===== src/rtl/wfifo_write_front.sv =====
// Write-side front end of the async FIFO: two-entry skid buffer feeding the
// FIFO write port, plus registered fill level / almost-full decode.
module wfifo_write_front #(
  parameter int unsigned DATA_SIZE    = 8,
  parameter int unsigned ADDR_SIZE    = 4,
  parameter int unsigned AFULL_THRESH = 12
) (
  input  logic                 wclk,
  input  logic                 wrst,
  input  logic                 s_valid,
  input  logic [DATA_SIZE-1:0] s_data,
  output logic                 s_ready,
  output logic                 winc,
  output logic [DATA_SIZE-1:0] wdata,
  input  logic                 wfull,
  input  logic [ADDR_SIZE:0]   wptr,
  input  logic [ADDR_SIZE:0]   wq2_rptr,
  output logic [ADDR_SIZE:0]   wlevel,
  output logic                 walmost_full
);

  localparam int unsigned PW = ADDR_SIZE + 1;
  localparam logic [PW-1:0] THRESH = PW'(AFULL_THRESH);

  typedef enum logic [1:0] {
    EMPTY = 2'd0,
    ONE   = 2'd1,
    TWO   = 2'd2
  } state_t;

  state_t               state;
  state_t               state_n;
  logic [DATA_SIZE-1:0] skid;
  logic                 accept;
  logic                 fire;
  logic [PW-1:0]        wbin;
  logic [PW-1:0]        rbin;
  logic [PW-1:0]        level;

  // wfull is already registered upstream, so gating the strobe with it is glitch-safe
  assign accept = s_valid & s_ready;
  assign fire   = (state != EMPTY) & ~wfull;
  assign winc   = fire;

  // Next occupancy of the skid buffer
  always_comb begin
    state_n = state;
    case (state)
      EMPTY:   if (accept) state_n = ONE;
      ONE: begin
        if (accept && !fire)      state_n = TWO;
        else if (!accept && fire) state_n = EMPTY;
      end
      TWO:     if (fire) state_n = ONE;
      default: state_n = EMPTY;
    endcase
  end

  always_ff @(posedge wclk or posedge wrst) begin
    if (wrst) begin
      state   <= EMPTY;
      wdata   <= '0;
      skid    <= '0;
      s_ready <= 1'b0;
    end else begin
      state   <= state_n;
      s_ready <= (state_n != TWO);
      case (state)
        EMPTY: if (accept) wdata <= s_data;
        ONE: begin
          if (accept && fire) wdata <= s_data;
          else if (accept)    skid  <= s_data;
        end
        TWO:     if (fire) wdata <= skid;
        default: ;
      endcase
    end
  end

  function automatic logic [PW-1:0] gray2bin(input logic [PW-1:0] g);
    logic [PW-1:0] b;
    b = '0;
    for (int unsigned i = 0; i < PW; i++) b[i] = ^(g >> i);
    return b;
  endfunction

  // Modular subtraction absorbs pointer wrap-around
  assign wbin  = gray2bin(wptr);
  assign rbin  = gray2bin(wq2_rptr);
  assign level = wbin - rbin;

  always_ff @(posedge wclk or posedge wrst) begin
    if (wrst) begin
      wlevel       <= '0;
      walmost_full <= 1'b0;
    end else begin
      wlevel       <= level;
      walmost_full <= (level >= THRESH);
    end
  end

endmodule


===== config.mk =====
export PLATFORM = sky130hd
export DESIGN_NAME = wfifo_write_front
export DESIGN_NICKNAME = d
export VERILOG_FILES = /design/src/rtl/wfifo_write_front.sv
export SDC_FILE = /design/constraint.sdc
export NUM_CORES = 1
export LEC_CHECK = 0
export ABC_AREA = 1
export CAP_MARGIN = 20
export CORE_MARGIN = 4
export CORE_UTILIZATION = 35
export DETAILED_ROUTE_END_ITERATION = 16
export GPL_ROUTABILITY_DRIVEN = 1
export PLACE_DENSITY = 0.71
export SLEW_MARGIN = 25
export SYNTH_ARGS = -nofsm -noshare
export SYNTH_HDL_FRONTEND = slang
export SYNTH_SLANG_ARGS = --single-unit

===== constraint.sdc =====
create_clock -name wclk -period 1.4 [get_ports wclk]
set_input_delay 0.42 -clock wclk [delete_from_list [all_inputs] [get_ports wclk]]
set_output_delay 0.42 -clock wclk [all_outputs]
set_load 0.1 [all_outputs]

* Word-level counts from Yosys, hierarchy flattened
Cells that the tools add are included.
** Word-level totals
- Register bits after elaboration :: 25
- Input bits :: 22
- Output and inout port bits :: 16
** Operators by class
- Add/sub/neg operators :: 1
- $lt $le $gt $ge :: 1
- Equal/unequal tests :: 6
- Mux-type cells :: 9
- Bitwise operators :: 4
- Reduce and logical (&&, ||, !) cells :: 20
** Operators with widths (count)
- 5-bit parity :: 10
- 8-bit two-way mux :: 3
- 8-bit case mux with 3 select lines :: 1
- 2-bit two-way mux :: 4
- 2-bit != test, second input constant :: 4
- 2-bit case mux with 3 select lines :: 1
- 5-bit by 4-bit greater-or-equal comparator with 1-bit output, second input constant :: 1
- 5-bit subtractor :: 1
- 4-bit AND reduction :: 1
- 1-bit logical AND :: 3
- 3-bit AND reduction :: 1
- 3-bit nonzero test :: 1
- 1-bit bitwise AND :: 2
- 2-bit by 1-bit == test with 1-bit output, second input constant :: 1
- 2-bit == test, second input constant :: 1
- 1-bit zero test :: 2
- 2-bit zero test :: 1
- 1-bit NOT :: 2
- 2-bit nonzero test :: 1

* Logic depth before layout (Yosys ltp)
Gate-level depths: netlist (run 1).
- Word-level depth :: 7
- Gate-level depth with buffers :: 15

* Worst setup path before layout (run 1)
No wires, ideal clock.
- Path kind :: register -> output
- Start point :: reg state[1]
- End point :: out winc
- Data arrival time :: 1.911 ns
- Required time :: 0.980 ns
- Path slack :: -0.931 ns
- Cell stages (with the launch flop) :: 3
- Buffers on the path :: 0
- Cells stage by stage :: dfrtp_1 > inv_1 > a21oi_1
** Between the ends
- Cells in the longest elaborated chain, start to end :: 2
** RTL lines
- from (decl) :: line 31 : state_t state;
- from (signal assigned) :: line 66 : state <= state_n;
- 2-bit nonzero test :: line 42 : assign fire = (state != EMPTY) & ~wfull;
- 1-bit bitwise AND :: line 42
- to (decl) :: line 13 : output logic winc,
No other way between the ends.

* Worst setup path after layout (run 1)
- Start point :: in wq2_rptr[4]
- End point :: reg walmost_full
** Between the ends
- Cells in the longest elaborated chain, start to end :: 3
** RTL lines
- from (decl) :: line 17 : input logic [ADDR_SIZE:0] wq2_rptr,
- 5-bit parity :: line 83 : for (int unsigned i = 0; i < PW; i++) b[i] = ^(g >> i);
- 5-bit subtractor * :: line 90 : assign level = wbin - rbin;
- net level[2] :: line 38 : logic [PW-1:0] level;
- 5-bit by 4-bit greater-or-equal comparator with 1-bit output * :: line 98 : walmost_full <= (level >= THRESH);
- to (signal assigned) :: line 98
- to (decl) :: line 19 : output logic walmost_full
Mark *: on every way through the listed nets, which the timed path passes. The rest lies on a longest branch.
A chain may end at the register's enable or synchronous reset.

==> results.sh, run 1 <==
export IMPL_area_of_all_sequential_standard_cells_sq_um=627
export IMPL_final_min_period_over_clock_period_pct=124
export IMPL_height_of_the_die_um=72.0
export IMPL_regToRegEndpoint="skid[1]"
export IMPL_top_level_ports=38
export IMPL_power_switching_w=0.00243
export IMPL_placed_area_sq_um=2240
export IMPL_syn_to_final_growth_pct=65.7
export IMPL_cellInternalPower_w=0.00236
export IMPL_power_combinational_fraction_pct=65.2
export IMPL_cp_required_ps=1560
export IMPL_design_area_sq_um=2380
export IMPL_max_freq_ghz=0.577
export IMPL_routed_wirelength_um=3030
export IMPL_multi_input_comb_area_sq_um=803
export IMPL_initialDrtViolationCount=47
export IMPL_fillerInstances=347
export IMPL_timing_max_cap_violations=0
export IMPL_final_core_utilization_pct=59.9
export IMPL_power_clock_fraction_pct=8.5
export IMPL_setup_ws_ps=-335
export IMPL_antenna_diode_count=0
export IMPL_syn_instance_count=192
export IMPL_die_w_um=72.0
export IMPL_cp_data_arrival_time_ps=1890
export IMPL_vias_per_cell=4.45
export IMPL_timing_critical_path_slowest_stage_cell="fa_2"
export IMPL_status="finished with violations"
export IMPL_initial_antenna_violation_count=0
export IMPL_yosysWarningCount=0
export IMPL_clk_root_buffer_cell="clkbuf_8"
export IMPL_pin_count_of_the_biggest_net_entering_global_routing=26
export IMPL_groute_usage_overall_pct=11.9
export IMPL_netlist_area_sq_um=1440
export IMPL_cts_sinks=25
export IMPL_final_cell_mix="65 x nand2_1, 24 x dfrtp_1, 23 x inv_1"
export IMPL_maxSlewHeadroom_pct=84.0
export IMPL_post_route_min_period_ps=1730
export IMPL_failed_checks="negative setup slack"
export IMPL_worst_case_clock_skew_ps=6.81
export IMPL_core_region_area_sq_um=3970
export IMPL_dr_total_vias=1334
export IMPL_initial_utilization_pct=36.1
export IMPL_worstRegToRegCells=7
export IMPL_r2r_slack_ps=90
export IMPL_final_hold_viol_count=0
export IMPL_finish_net_count=278
export IMPL_p_sw_share_pct=50.7
export IMPL_critPathLaunch="wq2_rptr[4]"
export IMPL_clock_path_buffers=2
export IMPL_grt_overflow_total=0
export IMPL_final_common_cell="nand2_1"
export IMPL_worstReg2RegStart="state[1]"
export IMPL_hold_worst_slack_ps=485
export IMPL_drtAntennaViolNets=0
export IMPL_cp_cell_sequence="buf_6 -> buf_6 -> inv_12 -> nand2_8 -> nand2_8 -> nand2_2 -> nand3_2 -> nand2_1 -> inv_1 -> ha_2 -> inv_2 -> fa_2 -> xor2_2 -> nand3_1 -> nand2_1"
export IMPL_grt_first_pass_wirelength_um=4970
export IMPL_vdd_drop_max_uv=866
export IMPL_clkLatencyLatePin_ps=260
export IMPL_critPathKind="in -> reg"
export IMPL_synthDistinctLibCells=19
export IMPL_clk_transition_reported_paths_ps=80
export IMPL_setup_viol_count_final=6
export IMPL_number_of_max_slew_violations_in_the_final_report=0
export IMPL_postSynthRegisterBits=25
export IMPL_grt_pass1_vias=1245
export IMPL_area_of_the_die_sq_um=5190
export IMPL_worst_hold_check_path_type="in -> async"
export IMPL_crit_path_end_kind="flip-flop"
export IMPL_mappedNetlistNets=219
export IMPL_unrepaired_setup_endpoints_after_global_routing="yes"
export IMPL_p_seq_share_pct=26.3
export IMPL_powerDensity_nw_per_um2=2020
export IMPL_detail_route_wl_per_cell_um=10.1
export IMPL_startpoint_type="input port"
export IMPL_portbufs=37
export IMPL_drt_first_pass_iters=4
export IMPL_numCtsBuffers=3
export IMPL_crit_fanout=3
export IMPL_seq_area_frac_synth_pct=43.6
export IMPL_hpwlAfterDp_um=2390
export IMPL_post_synth_cell_area_avg_sq_um=7.47
export IMPL_num_rows=23
export IMPL_total_leakage_power_nw=1.23
export IMPL_final_layout_size_suffix_gt1_share_pct=37.2
export IMPL_drcViolationCount=0
export IMPL_clock_tree_from_tritoncts="built"
export IMPL_max_slew_worst_pin_slew_ps=241
export IMPL_critical_path_max_stage_delay_ps=370
export IMPL_cts_htree_levels=1
export IMPL_gpl_final_weighted_congestion=0.754
cell type report:
| class | count | share of cell area, % |
|---|---|---|
| Tap cell | 50 | 2.63 |
| Timing Repair Buffer | 56 | 28.7 |
| Multi-Input combinational cell | 131 | 33.8 |
| Inverter | 34 | 6.63 |
| Clock buffer | 4 | 1.89 |
| Sequential cell | 25 | 26.4 |
repair_timing:
action / in CTS / in global routing
endpoints found under the setup margin: 7 / 6
pin swaps: 11 / 5
hold endpoints to repair: 0 / 0
hold buffers: 0 / 0
gates resized for setup: 46 / 11
setup buffers: 2 / 2
cloned: 0 / 0
worst max path at each step:
stage               cells after the start  slack, ps      endpoint
finish                                 15       -330  walmost_full
CTS                                    15       -360  walmost_full
global route                           16       -420  walmost_full
detailed placement                     13      -1130  walmost_full
global placement                       13      -1050  walmost_full
floorplan                              13       -350  walmost_full
logic make-up (layout without fill, tap and decap cells):
group | count (synthesis) | after routing | synth area share [%]
DFF | 25 | 25 | 43.6
adders and majority gates | 5 | 5 | 4.88
buffers and inverters | 36 | 94 | 10.5
and+or+nand+nor | 101 | 101 | 29.2
AOI/OAI and AO/OA | 20 | 20 | 8.81
xor gates and xnor gates | 5 | 5 | 3.05
worst max-delay path: cells and delay by family:
kind / cells / cell delay, ps
xor+xnor: 1 / 160
fa+ha+maj: 2 / 530
buf+inv: 5 / 360
simple gates: 7 / 400
cell usage after synthesis:
cell | instances | share of area (%)
a21oi_1 | 3 | 1.0
a21oi_2 | 1 | 0.61
and2_1 | 1 | 0.44
buf_6 | 2 | 1.6
dfrtp_1 | 25 | 44
fa_1 | 1 | 1.4
ha_1 | 4 | 3.5
inv_1 | 31 | 8.1
inv_2 | 3 | 0.78
nand2_1 | 78 | 20
nand2_2 | 1 | 0.44
nand2_4 | 1 | 0.78
nand3_1 | 17 | 5.9
nand3_2 | 1 | 0.70
nor2_1 | 2 | 0.52
o21ai_0 | 10 | 3.5
o21ai_2 | 6 | 3.7
xnor2_1 | 2 | 1.2
xor2_1 | 3 | 1.8
registers in the layout, indices dropped and copies added (netlist names):
name	cells
skid	8
wdata	8
wlevel	5
state	2
s_ready	1
walmost_full	1
stage by stage:
stage | setup slack [ps] | power (W) | setup TNS [ps] | cells
floorplan | -354 | 0.00317 | -1280 | 192
global placement | -1050 | 0.00432 | -9510 | 292
detailed placement | -1130 | 0.00436 | -9710 | 292
CTS | -363 | 0.00481 | -1390 | 298
global route | -422 | 0.00502 | -1790 | 300
finish | -335 | 0.00479 | -1290 | 300
power by group through the flow:
stage               registers, W  logic [W]  clock network, W
floorplan                0.00247   0.000707                 0
global placement         0.00127    0.00305                 0
detailed placement       0.00128    0.00308                 0
CTS                      0.00126    0.00312          0.000420
global route             0.00129    0.00328          0.000449
finish                   0.00126    0.00313          0.000406
metal layers:
| layer | vias to the layer above | GRT usage (%) | part of all wire, % |
|---|---|---|---|
| met5 | - | 0 | 0 |
| met4 | 0 | 5.64 | 2.5 |
| met3 | 6 | 1.66 | 5.1 |
| met2 | 29 | 23.7 | 53 |
| met1 | 599 | 12.1 | 39 |
| li1 | 700 | - | - |
(Power assumes the default switching activity.)
==> inputs of run 2 (changes only) <==
- CORE_MARGIN: 4 -> 2
==> run 2 against run 1 <==
Against the previous run:
- the run still ends with negative setup slack left
- die area shrank 11%
- highest routed layer unchanged
- via count grew 2.2%
- cell count rose by 0.33%
- final area grew 1.0%
- clock skew fell by 1.7 ps
- first-iteration DRC count rose by 17%
- largest power group unchanged
- sequential power hardly changed
- non-clock buffer count grew 1
==> results.sh, run 2 (synthesized netlist as in run 1, its figures left out) <==
export IMPL_status="finished with violations"
export IMPL_failed_checks="negative setup slack"
export IMPL_final_cell_mix="64 x nand2_1, 24 x dfrtp_1, 20 x inv_1"
export IMPL_clk_root_buffer_cell="clkbuf_8"
export IMPL_syn_to_final_growth_pct=67.4
export IMPL_pin_count_of_the_biggest_net_entering_global_routing=26
export IMPL_critPathKind="in -> reg"
export IMPL_max_slew_worst_pin_slew_ps=258
export IMPL_holdBufCountCts=0
export IMPL_portbufs=37
export IMPL_maxSlewHeadroom_pct=82.7
export IMPL_setup_ws_ps=-308
export IMPL_final_common_cell="nand2_1"
export IMPL_final_min_period_over_clock_period_pct=122
export IMPL_dr_total_vias=1363
export IMPL_num_rows=23
export IMPL_top_level_ports=38
export IMPL_powerDensity_nw_per_um2=2020
export IMPL_design_power_total_w=0.00486
export IMPL_final_layout_size_suffix_gt1_share_pct=40.2
export IMPL_worst_case_clock_skew_ps=5.15
export IMPL_placed_area_sq_um=2240
export IMPL_design_area_sq_um=2400
export IMPL_clock_tree_from_tritoncts="built"
export IMPL_worst_hold_check_path_type="in -> async"
export IMPL_cts_sinks=25
export IMPL_initialDrtViolationCount=55
export IMPL_final_hold_viol_count=0
export IMPL_initial_utilization_pct=36.1
export IMPL_area_of_the_die_sq_um=4630
export IMPL_worstReg2RegStart="state[1]"
export IMPL_cts_htree_levels=1
export IMPL_total_leakage_power_nw=1.23
export IMPL_clkLatencyLatePin_ps=260
export IMPL_critPathLaunch="wq2_rptr[4]"
export IMPL_hpwlAfterDp_um=2440
export IMPL_timing_max_cap_violations=0
export IMPL_initial_antenna_violation_count=0
export IMPL_crit_path_end_kind="flip-flop"
export IMPL_post_route_min_period_ps=1710
export IMPL_drcViolationCount=0
export IMPL_antenna_diode_count=0
export IMPL_crit_fanout=3
export IMPL_critical_path_max_stage_delay_ps=370
export IMPL_setup_viol_count_final=6
export IMPL_clock_path_buffers=2
export IMPL_finish_net_count=279
export IMPL_gpl_final_weighted_congestion=0.785
export IMPL_unrepaired_setup_endpoints_after_global_routing="yes"
export IMPL_number_of_max_slew_violations_in_the_final_report=0
export IMPL_reg_largest_list="skid (8), wdata (8), wlevel (5)"
export IMPL_core_region_area_sq_um=3970
export IMPL_cp_data_arrival_time_ps=1910
export IMPL_drtAntennaViolNets=0
export IMPL_groute_usage_overall_pct=15.2
export IMPL_detail_route_wl_per_cell_um=10.4
export IMPL_cp_cell_sequence="buf_6 -> buf_6 -> inv_12 -> nand2_8 -> nand2_4 -> nand2_2 -> nand3_2 -> nand2_2 -> inv_2 -> ha_4 -> inv_2 -> fa_2 -> nand3_2 -> nand2_1 -> nand2_1 -> nand2_2 -> nand2_1"
export IMPL_max_freq_ghz=0.586
export IMPL_drt_first_pass_iters=4
export IMPL_r2r_slack_ps=110
export IMPL_vdd_drop_max_uv=814
export IMPL_cp_required_ps=1600
export IMPL_routed_wirelength_um=3130
export IMPL_post_place_ws_ps=-1130
export IMPL_grt_overflow_total=0
export IMPL_height_of_the_die_um=68.0
export IMPL_grt_pass1_vias=1307
export IMPL_timing_critical_path_slowest_stage_cell="fa_2"
export IMPL_vias_per_cell=4.53
export IMPL_grt_first_pass_wirelength_um=5340
export IMPL_clk_transition_reported_paths_ps=90
export IMPL_die_w_um=68.0
export IMPL_numCtsBuffers=3
export IMPL_startpoint_type="input port"
[run 2: power breakdown]
group          total [W]  switching [W]  internal [W]
logic            0.00318        0.00202       0.00116
registers        0.00126       0.000236       0.00102
clock network   0.000417       0.000216      0.000201
total            0.00486        0.00247       0.00239
[run 2: worst max-delay path, delay by kind of cell]
family        cells  cell delay (ps)
fa+ha+maj         2              490
buf+inv           5              360
simple gates     10              630
[run 2: layout make-up]
cell class,count,area (sq um)
clock buffers,3,41.3
clock inverters,1,7.51
fillers,345,1570
inverters,34,158
multi-input cells,131,817
flip-flops and latches,25,627
well taps,50,62.6
repair buffers,57,689
[run 2: stage by stage]
stage / cells / setup TNS (ps) / util (%) / hold slack [ps]
detailed placement: 292 / -10020 / 56.4 / 468
global route: 301 / -1600 / 60.5 / 510
CTS: 300 / -1450 / 59.9 / 466
floorplan: 192 / -1280 / - / 447
finish: 301 / -1230 / 60.5 / 467
global placement: 292 / -9470 / 56.4 / 463
[run 2: final timing paths]
kind | endpoint | cells after the start
max | walmost_full | 17
min | wdata[7] | 3
max reg2reg | skid[1] | 6
min reg2reg | skid[6] | 2
max in group asynchronous | s_ready | 3
min in group wclk | skid[6] | 2
[run 2: timing repair]
item,in CTS,in global routing
pin swaps,12,8
resized for setup,53,13
setup buffers,4,1
endpoints found under the setup margin,7,7
[run 2: layer usage]
layer | global-route usage, % | routed length [um] | vias up
met2 | 31.3 | 1790 | 29
met3 | 1.64 | 116 | 2
met4 | 4.50 | 27 | 0
met5 | 0 | 0 | -
met1 | 15.6 | 1200 | 623
li1 | - | - | 709
